==> src/rtl/cdc_fifo_nibble_reader_if.sv <==
`default_nettype none
// ============================================================================
// Module   : cdc_fifo_nibble_reader_if
// Brief    : FIFO read port and byte output port of the nibble reader.
// Revision : 1.0
// ============================================================================
interface cdc_fifo_nibble_reader_if;
    logic       fifo_empty;
    logic [3:0] fifo_read_data;
    logic       fifo_read_increment;
    logic       flush;
    logic [7:0] byte_data;
    logic       byte_valid;
    logic       byte_ready;
    logic       partial;
    logic [7:0] byte_count;

    // The reader itself.
    modport slave (
        input  fifo_empty,
        input  fifo_read_data,
        input  flush,
        input  byte_ready,
        output fifo_read_increment,
        output byte_data,
        output byte_valid,
        output partial,
        output byte_count
    );

    // The environment: FIFO, control and downstream sink.
    modport master (
        output fifo_empty,
        output fifo_read_data,
        output flush,
        output byte_ready,
        input  fifo_read_increment,
        input  byte_data,
        input  byte_valid,
        input  partial,
        input  byte_count
    );
endinterface
`default_nettype wire

==> src/rtl/cdc_fifo_nibble_reader.sv <==
`default_nettype none
// ============================================================================
// Module   : cdc_fifo_nibble_reader
// Brief    : Pops nibbles from a FWFT FIFO and presents them as bytes on a
//            valid/ready port with backpressure.
// Revision : 1.0
// ============================================================================
module cdc_fifo_nibble_reader #(
    parameter int LOW_FIRST = 1
) (
    input  logic                        read_clock,
    input  logic                        read_reset,
    cdc_fifo_nibble_reader_if.slave     bus
);

    typedef enum logic [0:0] {
        ST_FIRST  = 1'b0,
        ST_SECOND = 1'b1
    } state_t;

    state_t     state_q;
    logic [3:0] staging_q;
    logic [7:0] byte_data_q;
    logic       byte_valid_q;
    logic [7:0] byte_count_q;

    logic       w_slot_free;
    logic       w_handshake;
    logic       w_pop;
    logic [7:0] w_assembled;

    generate
        if (LOW_FIRST != 0) begin : g_low_first
            assign w_assembled = {bus.fifo_read_data, staging_q};
        end else begin : g_high_first
            assign w_assembled = {staging_q, bus.fifo_read_data};
        end
    endgenerate

    assign w_slot_free = !byte_valid_q || bus.byte_ready;
    assign w_handshake = byte_valid_q && bus.byte_ready;

    // The first nibble may always be taken; the second only when the output
    // slot can accept the completed byte on this edge.
    assign w_pop = !read_reset && !bus.fifo_empty && !bus.flush &&
                   ((state_q == ST_FIRST) || w_slot_free);

    always_ff @(posedge read_clock) begin
        if (read_reset) begin
            state_q      <= ST_FIRST;
            staging_q    <= 4'h0;
            byte_data_q  <= 8'h00;
            byte_valid_q <= 1'b0;
            byte_count_q <= 8'h00;
        end else begin
            if (bus.flush) begin
                state_q <= ST_FIRST;
            end else if (w_pop) begin
                if (state_q == ST_FIRST) begin
                    staging_q <= bus.fifo_read_data;
                    state_q   <= ST_SECOND;
                end else begin
                    byte_data_q <= w_assembled;
                    state_q     <= ST_FIRST;
                end
            end

            // A load on the accepting edge refills the slot without a bubble.
            if (w_pop && (state_q == ST_SECOND)) begin
                byte_valid_q <= 1'b1;
            end else if (w_handshake) begin
                byte_valid_q <= 1'b0;
            end

            if (w_handshake) begin
                byte_count_q <= byte_count_q + 8'd1;
            end
        end
    end

    assign bus.fifo_read_increment = w_pop;
    assign bus.byte_data           = byte_data_q;
    assign bus.byte_valid          = byte_valid_q;
    assign bus.partial             = (state_q == ST_SECOND);
    assign bus.byte_count          = byte_count_q;

endmodule
`default_nettype wire
==> src/flat_wrapper.sv <==
// flat-port wrapper written by rule: the top's interface ports become plain ports
module cdc_fifo_nibble_reader_flat 
#(
    parameter int LOW_FIRST = 1
)
  (read_clock, read_reset, bus_fifo_empty, bus_fifo_read_data, bus_flush, bus_byte_ready, bus_fifo_read_increment, bus_byte_data, bus_byte_valid, bus_partial, bus_byte_count);
  cdc_fifo_nibble_reader_if bus_i ();
  input  logic read_clock;
  input  logic read_reset;
  input wire logic [$bits(bus_i.fifo_empty)-1:0] bus_fifo_empty;
  input wire logic [$bits(bus_i.fifo_read_data)-1:0] bus_fifo_read_data;
  input wire logic [$bits(bus_i.flush)-1:0] bus_flush;
  input wire logic [$bits(bus_i.byte_ready)-1:0] bus_byte_ready;
  output wire logic [$bits(bus_i.fifo_read_increment)-1:0] bus_fifo_read_increment;
  output wire logic [$bits(bus_i.byte_data)-1:0] bus_byte_data;
  output wire logic [$bits(bus_i.byte_valid)-1:0] bus_byte_valid;
  output wire logic [$bits(bus_i.partial)-1:0] bus_partial;
  output wire logic [$bits(bus_i.byte_count)-1:0] bus_byte_count;
  assign bus_i.fifo_empty = bus_fifo_empty;
  assign bus_i.fifo_read_data = bus_fifo_read_data;
  assign bus_i.flush = bus_flush;
  assign bus_i.byte_ready = bus_byte_ready;
  assign bus_fifo_read_increment = bus_i.fifo_read_increment;
  assign bus_byte_data = bus_i.byte_data;
  assign bus_byte_valid = bus_i.byte_valid;
  assign bus_partial = bus_i.partial;
  assign bus_byte_count = bus_i.byte_count;
  cdc_fifo_nibble_reader #(.LOW_FIRST(LOW_FIRST)) u_core (.read_clock(read_clock), .read_reset(read_reset), .bus(bus_i));
endmodule
==> config.mk <==
export PLATFORM = sky130hd
export DESIGN_NAME = cdc_fifo_nibble_reader_flat
export DESIGN_NICKNAME = d
export VERILOG_FILES = /design/src/rtl/cdc_fifo_nibble_reader_if.sv /design/src/rtl/cdc_fifo_nibble_reader.sv /design/src/flat_wrapper.sv
export SDC_FILE = /design/constraint.sdc
export NUM_CORES = 1
export LEC_CHECK = 0
export ABC_CLOCK_PERIOD_IN_PS = 1700
export CORE_MARGIN = 3
export CORE_UTILIZATION = 45
export CTS_CLUSTER_SIZE = 8
export DETAILED_ROUTE_END_ITERATION = 10
export HOLD_SLACK_MARGIN = 0.08
export PLACE_DENSITY = 0.77
export SLEW_MARGIN = 20
export SYNTH_ARGS = -nofsm -noshare
export SYNTH_HDL_FRONTEND = slang
export SYNTH_SLANG_ARGS = --single-unit
==> constraint.sdc <==
create_clock -name read_clock -period 1.7 [get_ports read_clock]
set_clock_uncertainty 0.1 [all_clocks]
set_input_delay 0.425 -clock read_clock [delete_from_list [all_inputs] [get_ports read_clock]]
set_output_delay 0.425 -clock read_clock [all_outputs]
set_load 0.01 [all_outputs]
==> results of run 1 <==
repair_timing:
item / 4_1_cts / 5_1_grt
gates resized for setup: 43 / 1
cloned: 0 / 0
endpoints found under the setup margin: 20 / 1
hold buffers: 0 / 0
pin swaps: 2 / 1
worst max-delay path, cell delays in order:
cell     delay (ps)
buf_6            90
or3_4           390
a21oi_2         120
buf_2           140
cells by family (layout without fill, tap and decap cells):
family,Yosys count,in the layout
compound gates,28,28
xor+xnor,2,2
fa+ha+maj,1,1
buf+inv,9,43
flops,22,22
mux,5,5
simple gates,38,38
worst paths after layout:
kind,cells after the start,slack (ps),to,from
max reg2reg,4,230,u_core.bus.byte_count[7],u_core.bus.byte_valid
min reg2reg,2,380,u_core.bus.byte_data[3],u_core.bus.byte_data[3]
min,3,280,u_core.bus.partial,bus_flush
max,4,1,bus_fifo_read_increment,read_reset
registers in the layout, indices dropped and copies added (netlist names):
signal / count
u_core.bus.byte_count: 8
u_core.bus.byte_data: 8
u_core.bus.byte_valid: 1
u_core.bus.partial: 1
u_core.staging_q: 4
synth_stat cells:
cell and n:
a21oi_1 15, buf_2 1, clkbuf_1 4, or4_1 2, nand2_1 4, a2111oi_0 1, mux2_2 1, buf_1 1
nor3_2 1, nand4_1 10, buf_6 1, inv_1 1, dfxtp_1 22, nor2_1 9, clkinv_1 1, xor2_1 2
and2b_2 1, o31ai_1 10, nand3_1 3, ha_1 1, nor3_1 2, nor2b_1 1, or2b_2 1, o21ai_0 2
nand3_2 1, or3_1 2, or3_2 1, mux2i_1 4
per-layer routing:
layer  vias up  track usage (%)  wire (um)
met3         7             3.72        148
met4         0             10.0         58
li1        459                -          -
met1       446             26.9       1100
met2        27             32.4       1080
met5         -                0          0
layout make-up:
cell class                      count  area (sq um)
Clock buffer                        4          36.3
Fill cell                         154           547
Inverter                            2          7.51
Multi-Input combinational cell     74           474
Sequential cell                    22           448
Tap cell                           25          31.3
Timing Repair Buffer               37           314
through the flow:
stage | hold slack [ps] | std cells | area, sq um | setup WS [ps] | utilization (%)
after floorplan | 346 | 105 | 955 | 2.34 | -
after global placement | 355 | 160 | 1290 | -765 | 69.6
after detailed placement | 364 | 160 | 1290 | -783 | 69.6
after CTS | 268 | 164 | 1310 | 4.76 | 70.2
after global routing | 285 | 164 | 1310 | -9.29 | 70.6
final | 276 | 164 | 1310 | 1.46 | 70.6
report_power, final:
group	leakage [nW]	switching [mW]	internal (mW)
logic	0.341	0.0436	0.0400
clock network	0.0210	0.164	0.131
registers	0.181	0.00442	0.523
total	0.543	0.212	0.694
==> impl_metrics.ini, run 1 <==
[clock_network]
cts.sinks = 22
post-cts-setup-buffers = 0
clockBufferDepth = 2
cts_buffers = 3
htreeDepth = 1
cts.clk_slew.worst_paths_ps = 120
clock_latency_ps = 310
cts_tree = yes
clockRootBuffer = clkbuf_4

[run]
cap_violations = 0

[placement]
dp_hpwl_mm = 1.65
place.gp.congestion = 0.818
port_buffers = 27

[yosys]
syn_nets = 115
synth_xor_area_share_pct = 1.85
ys_warn_count = 0
synthSimpleGateAreaFrac_pct = 22.7
synth_top_area_share_pct = 46.4
synth_area_sq_um = 948
postSynthCellCount = 105
synth_cell_type_count = 28
synth_top_family_by_area = simple AND/OR/NAND/NOR gates
yosysTopAreaCell = dfxtp_1
avgSynthCellArea_sq_um = 9.03
synth-seq-cells = 22
yosysSeqAreaShare_pct = 46.4
muxShareOfSynthArea_pct = 5.41
synthTopCellsByArea = dfxtp_1, a21oi_1, o31ai_1
yosys.area_share.adder_pct = 1.32
synth-compound-area-share_pct = 17.8

[floorplanning]
floorplan.initialDensity_pct = 51.0
coreArea_sq_mm = 0.00186
dieArea_sq_mm = 0.00269
fp-row-count = 15
die_y_um = 51.9
die_x_um = 51.9
ios = 28

[cells_and_area]
drive_above_1_share_pct = 23.0
nets = 150
final_cell_mix = dlygate4sd2_1, dfxtp_1, a21oi_1
antenna_cells = 0
area_growth_pct = 38.3
mostFrequentLayoutCell = dlygate4sd2_1

[routing]
drt-initial-drc-count = 20
drc = 0
wirelength_mm = 2.40
avgViaCountPerCell = 5.73
ant_nets = 0
num_vias = 939
post_drt_wl_per_cell_um = 14.6
dr.pass1.iters = 4

[hold_path]
hold_path_class = in -> reg

[power]
ir_worst_vdd_uv = 408
powerDensity_mw_per_mm2 = 691
p_total_uw = 905
leakage_nw = 0.543

[sta]
worst_pin_slew_ps = 312
final.period_utilization_pct = 99.9
final-hold-violation-count = 0
fmax_mhz = 589
report.final.slew_viol_count = 0
finalSetupTns_ps = 0
setup_viol = 0
max_slew_margin_pct = 78.7
fin_crit_ps = 1700
rsz0062_at_grt = true

[outcome]
status = finished clean

[worst_setup_path]
crit_arrival_ps = 1170
start_kind = input port
worstSetupPathType = in -> out
crit_path_max_fanout = 2
cp.required_ps = 1170
cp-end-kind = primary output

[global_route]
antenna_found_initial = 0
grt_max_degree = 25
grt_pass1_wl_mm = 4.13
track_usage_pct = 20.6
grt_overflow = 0
grt_pass1_vias = 917
(Power assumes the default switching activity.)
==> run 2: changes to the inputs <==
--- a/config.mk
+++ b/config.mk
@@ -10,6 +10,7 @@
 export CORE_UTILIZATION = 45
 export CTS_CLUSTER_SIZE = 8
 export DETAILED_ROUTE_END_ITERATION = 10
+export GPL_ROUTABILITY_DRIVEN = 1
 export HOLD_SLACK_MARGIN = 0.08
 export PLACE_DENSITY = 0.77
 export SLEW_MARGIN = 20
==> results of run 2 <==
No change in the layout: final DEF, timing and power equal those of run 1.
==> run 3: changes to the inputs <==
--- a/config.mk
+++ b/config.mk
@@ -6,13 +6,16 @@
 export NUM_CORES = 1
 export LEC_CHECK = 0
 export ABC_CLOCK_PERIOD_IN_PS = 1700
+export CELL_PAD_IN_SITES_DETAIL_PLACEMENT = 1
+export CELL_PAD_IN_SITES_GLOBAL_PLACEMENT = 2
 export CORE_MARGIN = 3
-export CORE_UTILIZATION = 45
+export CORE_UTILIZATION = 28
+export CTS_BUF_LIST = sky130_fd_sc_hd__clkbuf_2
 export CTS_CLUSTER_SIZE = 8
 export DETAILED_ROUTE_END_ITERATION = 10
 export GPL_ROUTABILITY_DRIVEN = 1
 export HOLD_SLACK_MARGIN = 0.08
-export PLACE_DENSITY = 0.77
+export PLACE_DENSITY = 0.81
 export SLEW_MARGIN = 20
 export SYNTH_ARGS = -nofsm -noshare
 export SYNTH_HDL_FRONTEND = slang
==> run 3 against run 2 <==
The run now ends with negative setup slack left; core utilization decreased by 26 points; combinational power rose by 2%; sequential share of layout area decreased by 0.71 points; final cell count grew 17%; worst setup slack lost 7.2 ps; total power decreased by 10%; global-route usage fell by 7.1 points; highest routed layer unchanged.
==> impl_metrics.ini, run 3 (synthesis gave the netlist of run 1 again) <==
[global_route]
track_usage_pct = 13.5
grt_pass1_wl_mm = 4.39
grt_max_degree = 25
grt_overflow = 0
grt_pass1_vias = 957
antenna_found_initial = 0

[sta]
finalSetupTns_ps = -5.77
max_slew_margin_pct = 78.5
final-hold-violation-count = 0
setup_viol = 1
fmax_mhz = 586
worst_pin_slew_ps = 314
report.final.slew_viol_count = 0
worst_slack_ps = -5.77
final.period_utilization_pct = 100
fin_crit_ps = 1710
rsz0062_at_grt = true

[routing]
avgViaCountPerCell = 4.99
num_vias = 959
wirelength_mm = 2.64
dr.pass1.iters = 4
post_drt_wl_per_cell_um = 13.8
drt-initial-drc-count = 27
drc = 0
ant_nets = 0

[floorplanning]
floorplan.initialDensity_pct = 30.1
coreArea_sq_mm = 0.00315
dieArea_sq_mm = 0.00412
die_x_um = 64.2
fp-row-count = 20
die_y_um = 64.2
ios = 28

[power]
power_frac_seq_pct = 64.4
internal_power_uw = 608
p_switching_uw = 206
clockPowerShare_pct = 25.1
ir_worst_vdd_uv = 334
leakage_nw = 0.587
combPwrFrac_pct = 10.5
swShare_pct = 25.3
powerDensity_mw_per_mm2 = 583

[clock_network]
cts_buffers = 3
clockBufferDepth = 2
cts_hold_buf = 0
clockRootBuffer = clkbuf_2
cts_tree = yes
cts.sinks = 22
clock_latency_ps = 320
htreeDepth = 1
cts.clk_slew.worst_paths_ps = 200

[placement]
port_buffers = 27
post-place-cells = 179
dpl_cell_area_sq_mm = 0.00132
place.gp.congestion = 0.744
dp_hpwl_mm = 1.82

[cells_and_area]
antenna_cells = 0
multiInputGateArea_sq_um = 474
register_area_sq_um = 467
post_layout_nonfiller_instances = 192
final_cell_mix = buf_4, dlygate4sd2_1, dfxtp_2
final_util_pct = 44.2
nFillCells = 390
mostFrequentLayoutCell = buf_4
drive_above_1_share_pct = 36.5
finish.instance_area_sq_mm = 0.00140
area_growth_pct = 47.1
nets = 160

[worst_setup_path]
crit_path_top_delay_cell = or3_4
crit_arrival_ps = 1180
crit_path_max_fanout = 2
rrSetupSlack_ps = 210
worstSetupPathType = in -> out
start_kind = input port
cp.required_ps = 1170
max_stage_delay_ps = 390
crit_chain = buf_2 > or3_4 > a21oi_2 > buf_2
cpMostUsedCell = buf_2
cp-end-kind = primary output

[outcome]
status = finished with violations
violations = negative setup slack

[hold_path]
hold_path_class = in -> reg

[run]
cap_violations = 0
[run 3: changes by cell type in the layout (fill, tap and decap cells not counted), sizes merged]
| cell | previous run | this run |
|---|---|---|
| buf | 14 | 24 |
| clkinv | 1 | 0 |
| dlygate4sd2 | 19 | 18 |
| clkinvlp | 0 | 1 |
[run 3: worst paths after layout]
check,start,to,cells past startpoint
worst min register to register,u_core.bus.byte_data[4],u_core.bus.byte_data[4],2
worst max-delay path,bus_flush,bus_fifo_read_increment,4
worst min-delay path,bus_flush,u_core.bus.partial,3
worst max register to register,u_core.bus.partial,u_core.staging_q[3],6
[run 3: worst max-delay path: cells and delay by family]
| kind | cells | cell delay [ps] |
|---|---|---|
| buffers and inverters | 2 | 260 |
| AOI/OAI and AO/OA | 1 | 110 |
| and+or+nand+nor | 1 | 390 |
[run 3: area by class of cell]
cell class,count,share of cell area [%]
sequential,22,33.5
tap,44,3.95
inverter,2,0.807
timing repair buffer,47,26.7
clock buffer,3,1.08
multi-input combinational,74,34.0
[run 3: repair_timing]
action                     CTS  global route
pin swaps                    1             1
setup endpoints to repair   19             3
gates resized for setup     54             4
setup buffers               10             0
[run 3: metrics by stage]
stage          power [mW]  hold slack, ps  setup WS (ps)
4_1_cts             0.826             250          -20.0
2_1_floorplan       0.575             346           2.34
5_1_grt             0.861             232          -77.4
3_3_place_gp        0.624             355           -782
3_5_place_dp        0.627             367           -803
6_report            0.813             274          -5.77
[run 3: power by group through the flow]
stage / sequential (mW) / clock, mW / combinational [mW]
detailed placement: 0.539 / 0 / 0.0880
finish: 0.524 / 0.204 / 0.0856
CTS: 0.524 / 0.217 / 0.0855
global placement: 0.538 / 0 / 0.0864
global route: 0.525 / 0.243 / 0.0930
floorplan: 0.539 / 0 / 0.0362
[run 3: metal layers]
metal | GRT usage, % | share of wire (%) | vias up
li1 | - | - | 480
met2 | 21.7 | 50 | 17
met5 | 0 | 0 | -
met3 | 1.76 | 3.4 | 2
met4 | 7.65 | 0.64 | 0
met1 | 17.4 | 46 | 460
